==> config.mk <==
export PLATFORM = sky130hd
export DESIGN_NAME = uart_buf
export DESIGN_NICKNAME = d
export VERILOG_FILES = /design/src/rtl/uart_buf.sv
export SDC_FILE = /design/constraint.sdc
export NUM_CORES = 1
export LEC_CHECK = 0
export CORE_MARGIN = 3
export CORE_UTILIZATION = 40
export DETAILED_ROUTE_END_ITERATION = 12
export GPL_ROUTABILITY_DRIVEN = 0
export PLACE_DENSITY = 0.64
export SYNTH_ARGS = -nofsm -noshare
export SYNTH_HDL_FRONTEND = slang
export SYNTH_SLANG_ARGS = --single-unit
==> constraint.sdc <==
create_clock -name clk -period 3.35 [get_ports clk]
set_input_delay 0.335 -clock clk [delete_from_list [all_inputs] [get_ports clk]]
set_output_delay 0.335 -clock clk [all_outputs]
set_load 0.02 [all_outputs]
==> src/rtl/uart_buf.sv <==
// uart_buf: TX and RX byte FIFOs between the CPU bus and the uart core.
// The TX FIFO drains one byte per uart_wr pulse whenever the uart reports
// tx_ready. The RX FIFO pulls each byte out of the uart's single-entry
// receive buffer with a uart_rd pulse. Both pulses are registered.
module uart_buf #(
    parameter int DATA_BITS  = 8,
    parameter int DEPTH_LOG2 = 4
) (
    input  logic                  clk,
    input  logic                  rst,
    input  logic [DATA_BITS-1:0]  tx_wdata,
    input  logic                  tx_push,
    output logic                  tx_full,
    output logic [DEPTH_LOG2:0]   tx_count,
    output logic [DATA_BITS-1:0]  rx_rdata,
    input  logic                  rx_pop,
    output logic                  rx_empty,
    output logic [DEPTH_LOG2:0]   rx_count,
    output logic                  err_push_full,
    output logic                  err_pop_empty,
    input  logic                  err_clr,
    output logic [DATA_BITS-1:0]  uart_tx_data,
    output logic                  uart_wr,
    input  logic                  uart_tx_ready,
    input  logic [DATA_BITS-1:0]  uart_rx_data,
    input  logic                  uart_rx_full,
    output logic                  uart_rd
);

    localparam int CW    = DEPTH_LOG2 + 1;
    localparam int DEPTH = 2 ** DEPTH_LOG2;

    localparam logic [CW-1:0]         CNT_FULL = CW'(DEPTH);
    localparam logic [CW-1:0]         CNT_ONE  = CW'(1);
    localparam logic [DEPTH_LOG2-1:0] PTR_ONE  = DEPTH_LOG2'(1);

    logic [DATA_BITS-1:0]  tx_mem [DEPTH];
    logic [DEPTH_LOG2-1:0] tx_wptr;
    logic [DEPTH_LOG2-1:0] tx_rptr;
    logic [CW-1:0]         tx_cnt;

    logic [DATA_BITS-1:0]  rx_mem [DEPTH];
    logic [DEPTH_LOG2-1:0] rx_wptr;
    logic [DEPTH_LOG2-1:0] rx_rptr;
    logic [CW-1:0]         rx_cnt;

    logic tx_do_push;
    logic tx_do_drain;
    logic rx_do_fill;
    logic rx_do_pop;

    // All full/empty decisions use occupancy as it stood before this edge,
    // so a pop never frees room for a same-cycle push/fill.
    assign tx_do_push  = tx_push && (tx_cnt != CNT_FULL);
    // The !uart_wr guard keeps us from issuing again while the uart's
    // tx_ready is still reacting to the previous write.
    assign tx_do_drain = (tx_cnt != '0) && uart_tx_ready && !uart_wr;
    // The !uart_rd guard stops a second read of the same uart byte while
    // rx_full is being cleared by the uart.
    assign rx_do_fill  = uart_rx_full && !uart_rd && (rx_cnt != CNT_FULL);
    assign rx_do_pop   = rx_pop && (rx_cnt != '0);

    assign tx_count = tx_cnt;
    assign tx_full  = (tx_cnt == CNT_FULL);
    assign rx_count = rx_cnt;
    assign rx_empty = (rx_cnt == '0);
    assign rx_rdata = rx_empty ? '0 : rx_mem[rx_rptr];

    // TX storage array; contents are don't-care until written, so no reset.
    always_ff @(posedge clk) begin
        if (tx_do_push) begin
            tx_mem[tx_wptr] <= tx_wdata;
        end
    end

    // TX pointers, occupancy and the registered write strobe to the uart.
    always_ff @(posedge clk) begin
        if (rst) begin
            tx_wptr      <= '0;
            tx_rptr      <= '0;
            tx_cnt       <= '0;
            uart_wr      <= 1'b0;
            uart_tx_data <= '0;
        end else begin
            if (tx_do_push) begin
                tx_wptr <= tx_wptr + PTR_ONE;
            end
            if (tx_do_drain) begin
                tx_rptr      <= tx_rptr + PTR_ONE;
                uart_tx_data <= tx_mem[tx_rptr];
            end
            uart_wr <= tx_do_drain;
            case ({tx_do_push, tx_do_drain})
                2'b10:   tx_cnt <= tx_cnt + CNT_ONE;
                2'b01:   tx_cnt <= tx_cnt - CNT_ONE;
                default: tx_cnt <= tx_cnt;
            endcase
        end
    end

    // RX storage array; written from the uart receive buffer, no reset.
    always_ff @(posedge clk) begin
        if (rx_do_fill) begin
            rx_mem[rx_wptr] <= uart_rx_data;
        end
    end

    // RX pointers, occupancy and the registered read strobe to the uart.
    always_ff @(posedge clk) begin
        if (rst) begin
            rx_wptr <= '0;
            rx_rptr <= '0;
            rx_cnt  <= '0;
            uart_rd <= 1'b0;
        end else begin
            if (rx_do_fill) begin
                rx_wptr <= rx_wptr + PTR_ONE;
            end
            if (rx_do_pop) begin
                rx_rptr <= rx_rptr + PTR_ONE;
            end
            uart_rd <= rx_do_fill;
            case ({rx_do_fill, rx_do_pop})
                2'b10:   rx_cnt <= rx_cnt + CNT_ONE;
                2'b01:   rx_cnt <= rx_cnt - CNT_ONE;
                default: rx_cnt <= rx_cnt;
            endcase
        end
    end

    // Sticky error flags; a new error event outranks a same-cycle clear.
    always_ff @(posedge clk) begin
        if (rst) begin
            err_push_full <= 1'b0;
            err_pop_empty <= 1'b0;
        end else begin
            if (tx_push && !tx_do_push) begin
                err_push_full <= 1'b1;
            end else if (err_clr) begin
                err_push_full <= 1'b0;
            end
            if (rx_pop && !rx_do_pop) begin
                err_pop_empty <= 1'b1;
            end else if (err_clr) begin
                err_pop_empty <= 1'b0;
            end
        end
    end

endmodule

**Yosys cells after proc, flatten, opt, wreduce, memory -nomap -nowiden**

Memory sizes are Yosys's and may differ from the RTL's. A register that Yosys moved wholly into a read port is not among the register bits.
Index checks and enable logic that the tools add are counted.

- Register bits: 30
- RAM bits: 256
- Input port bits: 23
- Output and inout port bits: 32
- Logic and storage cells: 58
- Memories kept: 2

Memories:

| name | depth | width | rd ports | clocked after memory_dff | write ports | RTL line | source |
|---|---|---|---|---|---|---|---|
| rx_mem | 16 | 8 | 1 | 1 | 1 | 42 | `logic [DATA_BITS-1:0] rx_mem [DEPTH];` |
| tx_mem | 16 | 8 | 1 | 1 | 1 | 37 | `logic [DATA_BITS-1:0] tx_mem [DEPTH];` |

- $add $sub $neg: 8
- Equality and inequality tests: 7
- Muxes and demuxes: 12
- Reduce and logical (&&, ||, !) cells: 19

Operator list:

| cell | number |
|---|---|
| one-hot mux 5 bit (2 select lines) | 2 |
| adder 4 x 1 -> 4 bit, second input constant | 4 |
| adder 5 x 1 -> 5 bit, second input constant | 2 |
| inequality test 5 bit, second input constant | 2 |
| nonzero test 5 bit | 2 |
| subtractor 5 x 1 -> 5 bit, second input constant | 2 |
| logical AND 1 bit | 8 |
| two-way mux 4 bit | 2 |
| two-way mux 8 bit | 1 |
| nonzero test 2 bit | 4 |
| two-way mux 1 bit | 7 |
| == test 5 bit, second input constant | 1 |
| logical NOT 5 bit | 1 |
| == test 2 x 1 -> 1 bit, second input constant | 2 |
| == test 2 bit, second input constant | 2 |
| logical NOT 1 bit | 4 |

**Depth between registers and ports, before layout**

Gate-level depths: netlist of run 1.

- Depth after elaboration: 5
- Gate-level depth with buffers: 11
- Gate-level depth less buffers: 11

**Worst setup path before layout of run 1**

No wires, ideal clock.

- Path kind: register -> register
- Start: reg tx_cnt[0] (netlist: tx_count[0])
- End: reg tx_cnt[4] (netlist: tx_count[4])
- Setup time: 0.121 ns
- Arrival time: 2.704 ns
- Data required time: 3.229 ns
- Path slack: 0.525 ns
- Cell stages (with the launch flop): 12
- Path buffers: 0
- Period minus slack after synthesis: 2.825 ns
- Path through: dfxtp_1 nor4_1 a21boi_2 inv_1 ha_1 inv_1 fa_1 nor2b_4 o21ai_0 nand3_1 or3b_1 mux2_2

- Word-level cells in the longest chain between the ends: 5
- Elaborated cells between the ends (all ways): 11
- Classes of those cells: 2 x add/sub; 3 x eq/ne; 1 x mux; 5 x reduce/logical

RTL lines:

| item | RTL line | source |
|---|---|---|
| start: declaration | 40 | `logic [CW-1:0] tx_cnt;` |
| start signal: assignment | 94 | `2'b10: tx_cnt <= tx_cnt + CNT_ONE;` |
| start signal: assignment | 95 | `2'b01: tx_cnt <= tx_cnt - CNT_ONE;` |
| start signal: assignment | 96 | `default: tx_cnt <= tx_cnt;` |
| branches (longest 5 deep; another with subtractor 5 x 1 -> 5 bit) | - |  |

Parallel ways; which one is timed is not known.
A chain may end at the register's enable or synchronous reset.

==> impl_metrics.tcl, run 1 <==
set metrics [dict create \
    status "completed" \
    r2r-end "tx_count[4]" \
    cellPowerDensity_nw_per_um2 742.6 \
    r2r_slack_ns 0.39 \
    die-area_um2 31610 \
    synth.distinct_cells 41 \
    cts_root_buf "clkbuf_16" \
    hold_buffers 0 \
    rsz0062_at_grt "false" \
    wirelength_mm 23.01 \
    ys_warn_count 0 \
    tightest_slew_ns 0.9268 \
    place_hpwl_mm 14.69 \
    ir_drop_mv 0.3521 \
    tns_ns 0 \
    synth_area_um2 11800 \
    post_cts_buffers 0 \
    route.detailed.drc 0 \
    timing.final.crit_share 0.9186 \
    post_cts_resized 0 \
    fp-row-count 62 \
    yosys.area.top_type "edfxtp_1" \
    final_cells 1122 \
    ys_seq_area_frac 0.7225 \
    fin_crit_ns 3.077 \
    cap_violations 0 \
    area_delta_synth_final_pct 17.76 \
    drtIter0Drc 488 \
    nets 759 \
    timing.critical_path.required_ns 3.01 \
    clk_latency_ns 0.55 \
    synth_flop_cell "edfxtp_1" \
    startpoint_type "flop" \
    async_reset_ff_frac 0 \
    crit_arrival_ns 2.74 \
    overflow 0 \
    r2r_cells 10 \
    finalHoldViolations 0 \
    clkSinkCount 298 \
    whs_endpoint "err_pop_empty" \
    synth_commonest_cells "256 x edfxtp_1, 64 x mux4_2, 58 x nor2_1, 42 x dfxtp_1, 36 x mux2i_1" \
    drive_gt1_frac 0.2005 \
    vias 5802 \
    die_y_um 177.8 \
    leakagePower_uw 0.004459 \
    die_w_um 177.8 \
    io_pins 55 \
    setup_viol 0 \
    grt_use_total 0.1480 \
    postRouteAntennaNets 0 \
    grt_pass1_vias 6238 \
    reg2reg_from "tx_count[0]" \
    worstHoldPathCells 3 \
    grt_pass1_wl_mm 36.05 \
    htree_levels 1 \
    synthCells 634 \
    synth_edf_count 256 \
    max_slew_margin 0.3798 \
    drtPass1Iterations 6 \
    fmax_ghz 0.3249 \
    core_area_um2 28860 \
    clockBufferDepth 3 \
    clk_pin_slew_ns 0.06 \
    seqCellArea_um2 8531 \
    synth_area_leaders "edfxtp_1 65%, mux4_2 12%, dfxtp_1 7.1%" \
    io_buffer_count 54 \
    fillers 2372 \
    viasPerCell 5.171 \
    end_kind "output port" \
    clock_skew_ns 0.02242 \
    cts-buffers-inserted 30 \
    critPathMaxFanout 29 \
    antenna_found_initial 0 \
    hold_start "rx_pop" \
    cts_tree "done" \
    n_antenna_cell 0 \
    grt_max_degree 36 \
    holdCritPathClass "in -> reg" \
    wire_per_inst_um 20.50 \
    multi_input_area_um2 3042 \
    syn_nets 677 \
    criticalPathCategory "reg -> out" \
    yosysTopAreaCellShare 0.6513 \
    ys_ff_latch 298 \
    final_util 0.4817 \
    initial_core_util 0.4090 \
    dp.cells 1068 \
    yosys.cell_count.top_type "edfxtp_1" \
    synth_area_per_cell_um2 18.62 \
    slew_violations 0 \
]
## metrics by stage
stage | hold WS [ns] | area [um^2] | power [uW] | setup slack [ns]
detailed placement | 0.5083 | 12870 | 7016 | 0.2634
floorplan | 0.4339 | 11800 | 6145 | 0.5249
global placement | 0.4942 | 12870 | 6921 | 0.3586
global route | 0.4701 | 13900 | 10790 | 0.1350
finish | 0.4511 | 13900 | 10320 | 0.2725
CTS | 0.4242 | 13900 | 10450 | 0.1695
## cell families (layout without fill, tap and decap cells)
logic type	Yosys count	in the layout	share of synthesized area
buf+inv	47	151	0.01982
flops	298	298	0.7225
xor+xnor	18	18	0.01336
simple gates	112	112	0.04600
compound gates	38	38	0.02226
mux	101	101	0.1536
fa+ha+maj	20	20	0.02247
## how the worst max path moves through the flow
stage	start	end	slack (ns)	cells after the start
global placement	uart_tx_ready	tx_count[4]	0.36	12
CTS	flop	rx_rdata[2]	0.17	5
global route	flop	rx_rdata[2]	0.14	5
floorplan	tx_count[0]	tx_count[4]	0.52	11
finish	flop	rx_rdata[2]	0.27	5
detailed placement	uart_tx_ready	tx_count[4]	0.26	12
## critical path: stages, from the launching register on
cell and delay [ns]:
dfxtp_2 0.41, buf_12 0.27, mux4_2 0.55, mux2i_1 0.28, o22ai_1 0.14, clkdlybuf4s50_1 0.55
## layout make-up
type / instances / share of cell area
multi-input cells: 289 / 0.2188
repair buffers: 82 / 0.05491
clock inverters: 21 / 0.01908
clock buffers: 33 / 0.05482
flip-flops and latches: 298 / 0.6137
inverters: 15 / 0.004051
well taps: 384 / 0.03457
## state kept, by name, summed over array words and instances (netlist names), named ones only
register,count
uart_tx_data,8
tx_rptr,4
rx_rptr,4
tx_wptr,4
uart_wr,1
err_pop_empty,1
err_push_full,1
tx_mem,128
tx_count,5
rx_wptr,4
uart_rd,1
rx_mem,128
rx_count,5
## power by group
group / internal, uW / leakage (uW) / switching (uW)
Combinational: 1180 / 0.00130 / 1320
Clock: 2090 / 0.000502 / 1330
Sequential: 4240 / 0.00265 / 162
## cell usage in the layout, fill, tap and decap left out, types with 9 or more instances in the layout
cell             count
mux4_2              64
clkdlybuf4s50_1     54
ha_1                18
a21oi_1             11
buf_4               27
nor3_1               9
nand2_1             16
xor2_1              11
edfxtp_1           256
nor2_1              58
dfxtp_1             40
mux2i_1             36
clkbuf_16           30
inv_1               14
## layer usage
| layer | routed length, um | global-route usage | vias to the layer above | part of all wire |
|---|---|---|---|---|
| li1 | - | - | 2658 | - |
| met1 | 9508 | 0.1909 | 2994 | 0.41 |
| met2 | 12080 | 0.2644 | 120 | 0.52 |
| met3 | 1059 | 0.02375 | 30 | 0.046 |
| met4 | 361 | 0.03240 | 0 | 0.016 |
| met5 | 0 | 0 | - | 0 |
Power figures use the tool's default switching activity.
==> run 2, diff against run 1 <==
--- a/config.mk
+++ b/config.mk
@@ -5,6 +5,7 @@
 export SDC_FILE = /design/constraint.sdc
 export NUM_CORES = 1
 export LEC_CHECK = 0
+export CORE_ASPECT_RATIO = 0.9
 export CORE_MARGIN = 3
 export CORE_UTILIZATION = 40
 export DETAILED_ROUTE_END_ITERATION = 12
==> constraint.sdc (replaced) <==
create_clock -name clk -period 3.5 [get_ports clk]
set_input_delay 0.35 -clock clk [delete_from_list [all_inputs] [get_ports clk]]
set_output_delay 0.35 -clock clk [all_outputs]
set_load 0.02 [all_outputs]
==> run 2 against run 1 <==
Critical path depth up 5. Non-clock buffer count down 11. Die area about the same. Flip-flop and latch count unchanged. Worst hold slack better by 0.0044 ns. Total power down 5.3%. Sequential share of layout area up 0.44 points. Sequential power down 3%. Core utilization down 0.60 points. Via count down 1.1%. Largest power group unchanged. Highest routed layer unchanged.
==> impl_metrics.tcl, run 2 (synthesis results as in run 1) <==
set metrics [dict create \
    status "completed" \
    leakagePower_uw 0.004395 \
    fp-row-count 59 \
    cts_tree "done" \
    power_frac_comb 0.240 \
    timing.final.crit_share 0.9108 \
    setup_viol 0 \
    clock_skew_ns 0.01085 \
    route.detailed.drc 0 \
    grt_pass1_vias 6273 \
    critPathMaxFanout 12 \
    clkPwrFrac 0.323 \
    seqCellArea_um2 8531 \
    finalHoldViolations 0 \
    grt_pass1_wl_mm 36.18 \
    crit_arrival_ns 3.62 \
    postRouteAntennaNets 0 \
    slew_violations 0 \
    switchingPower_uw 2714 \
    final_cells 1124 \
    crit_family "simple AND/OR/NAND/NOR gates" \
    initial_core_util 0.4069 \
    overflow 0 \
    startpoint_type "flop" \
    cap_violations 0 \
    viasPerCell 5.105 \
    crit_chain "nor4_1 > a21o_2 > inv_2 > ha_1 > ha_1 > nor2b_4 > o21ai_0 > a21oi_1 > or3b_1 > mux2_2" \
    dp.cells 1069 \
    most-common-layout-cells "256 x edfxtp_1, 64 x mux4_2, 58 x nor2_1" \
    die-area_um2 31610 \
    clockBufferDepth 3 \
    die_w_um 187.1 \
    io_buffer_count 54 \
    path_common_cell "ha_1" \
    n_antenna_cell 0 \
    layout_commonest_cell "edfxtp_1" \
    timing.critical_path.required_ns 3.93 \
    largestRegisters "rx_mem x128, tx_mem x128, uart_tx_data x8" \
    ir_drop_mv 0.4415 \
    drtIter0Drc 325 \
    critical_path.startpoint "tx_count[0]" \
    vias 5738 \
    seqPwrFrac 0.437 \
    wirelength_mm 22.54 \
    max_slew_margin 0.1794 \
    multi_input_area_um2 3042 \
    wire_per_inst_um 20.06 \
    htree_levels 1 \
    fin_crit_ns 3.188 \
    clkSinkCount 298 \
    grt_use_total 0.1452 \
    end_kind "flop" \
    area_delta_synth_final_pct 16.92 \
    tightest_slew_ns 1.229 \
    nets 749 \
    drive_gt1_frac 0.1909 \
    cp_slowest_cell "nor4_1" \
    tns_ns 0 \
    rsz0062_at_grt "false" \
    cellPowerDensity_nw_per_um2 708.3 \
    clk_latency_ns 0.54 \
    antenna_found_initial 0 \
    holdCritPathClass "in -> reg" \
    cpPeakStageDelay_ns 0.56 \
    criticalPathCategory "reg -> reg" \
    fillers 2408 \
    p_int_uw 7061 \
    clk_pin_slew_ns 0.06 \
    p_sw_frac 0.2777 \
    core_area_um2 29010 \
    hold_start "rx_pop" \
    post_cts_resized 0 \
    die_y_um 169.0 \
    drtPass1Iterations 4 \
    grt_max_degree 35 \
    cts_root_buf "clkbuf_16" \
    hold_buffers 0 \
    fmax_ghz 0.3137 \
    post_cts_buffers 0 \
    worst-path-buf-inv 1 \
    cts-buffers-inserted 31 \
    io_pins 55 \
    place_hpwl_mm 14.71 \
    reg2reg_from "tx_count[0]" \
]
[run 2: cell types whose count changed in the layout (fill, tap and decap cells not counted)]
cell,previous run,this run
buf_12,1,2
bufinv_16,6,3
clkinv_1,6,5
clkinv_2,6,9
clkbuf_8,0,2
clkbuf_16,30,31
inv_4,0,1
buf_4,27,15
clkinvlp_4,1,0
clkinv_8,1,0
[run 2: tightest hold or removal path: stages]
cell             delay [ns]
clkdlybuf4s50_1        0.47
a22oi_1                0.06
nor2_1                 0.07
[run 2: area by class of cell]
class,instances,area share
Clock buffer,36,0.05902
Tap cell,396,0.03590
Timing Repair Buffer,71,0.05023
Inverter,15,0.004080
Clock inverter,19,0.01224
Sequential cell,298,0.6181
Multi-Input combinational cell,289,0.2204
[run 2: final timing paths]
kind                                      end  slack (ns)  cells after the start
worst max-delay path              tx_count[4]        0.31                     10
worst min-delay path            err_pop_empty        0.46                      3
worst max register to register    tx_count[4]        0.31                     10
worst min register to register  err_pop_empty        0.52                      2
[run 2: power groups by stage]
stage / clock, uW / sequential, uW / combinational (uW)
after floorplan: 0 / 4350 / 1530
after global placement: 0 / 4330 / 2320
after detailed placement: 0 / 4350 / 2380
after CTS: 3240 / 4280 / 2390
after global routing: 3380 / 4300 / 2550
final: 3160 / 4270 / 2350
[run 2: stage by stage]
| step | util | hold WS [ns] | setup WS, ns | power [uW] | area (um^2) |
|---|---|---|---|---|---|
| 3_5_place_dp | 0.4418 | 0.5069 | 0.3300 | 6730 | 12820 |
| 3_3_place_gp | 0.4418 | 0.4961 | 0.4076 | 6653 | 12820 |
| 5_1_grt | 0.4757 | 0.4556 | 0.1142 | 10230 | 13800 |
| 4_1_cts | 0.4757 | 0.4378 | 0.3197 | 9904 | 13800 |
| 2_1_floorplan | - | 0.4489 | 0.6749 | 5881 | 11800 |
| 6_report | 0.4757 | 0.4556 | 0.3122 | 9775 | 13800 |
[run 2: metal layers]
layer,track usage,wire length [um]
met1,0.1925,9705
met5,0,0
met2,0.2524,11540
met4,0.03155,402
met3,0.02671,895
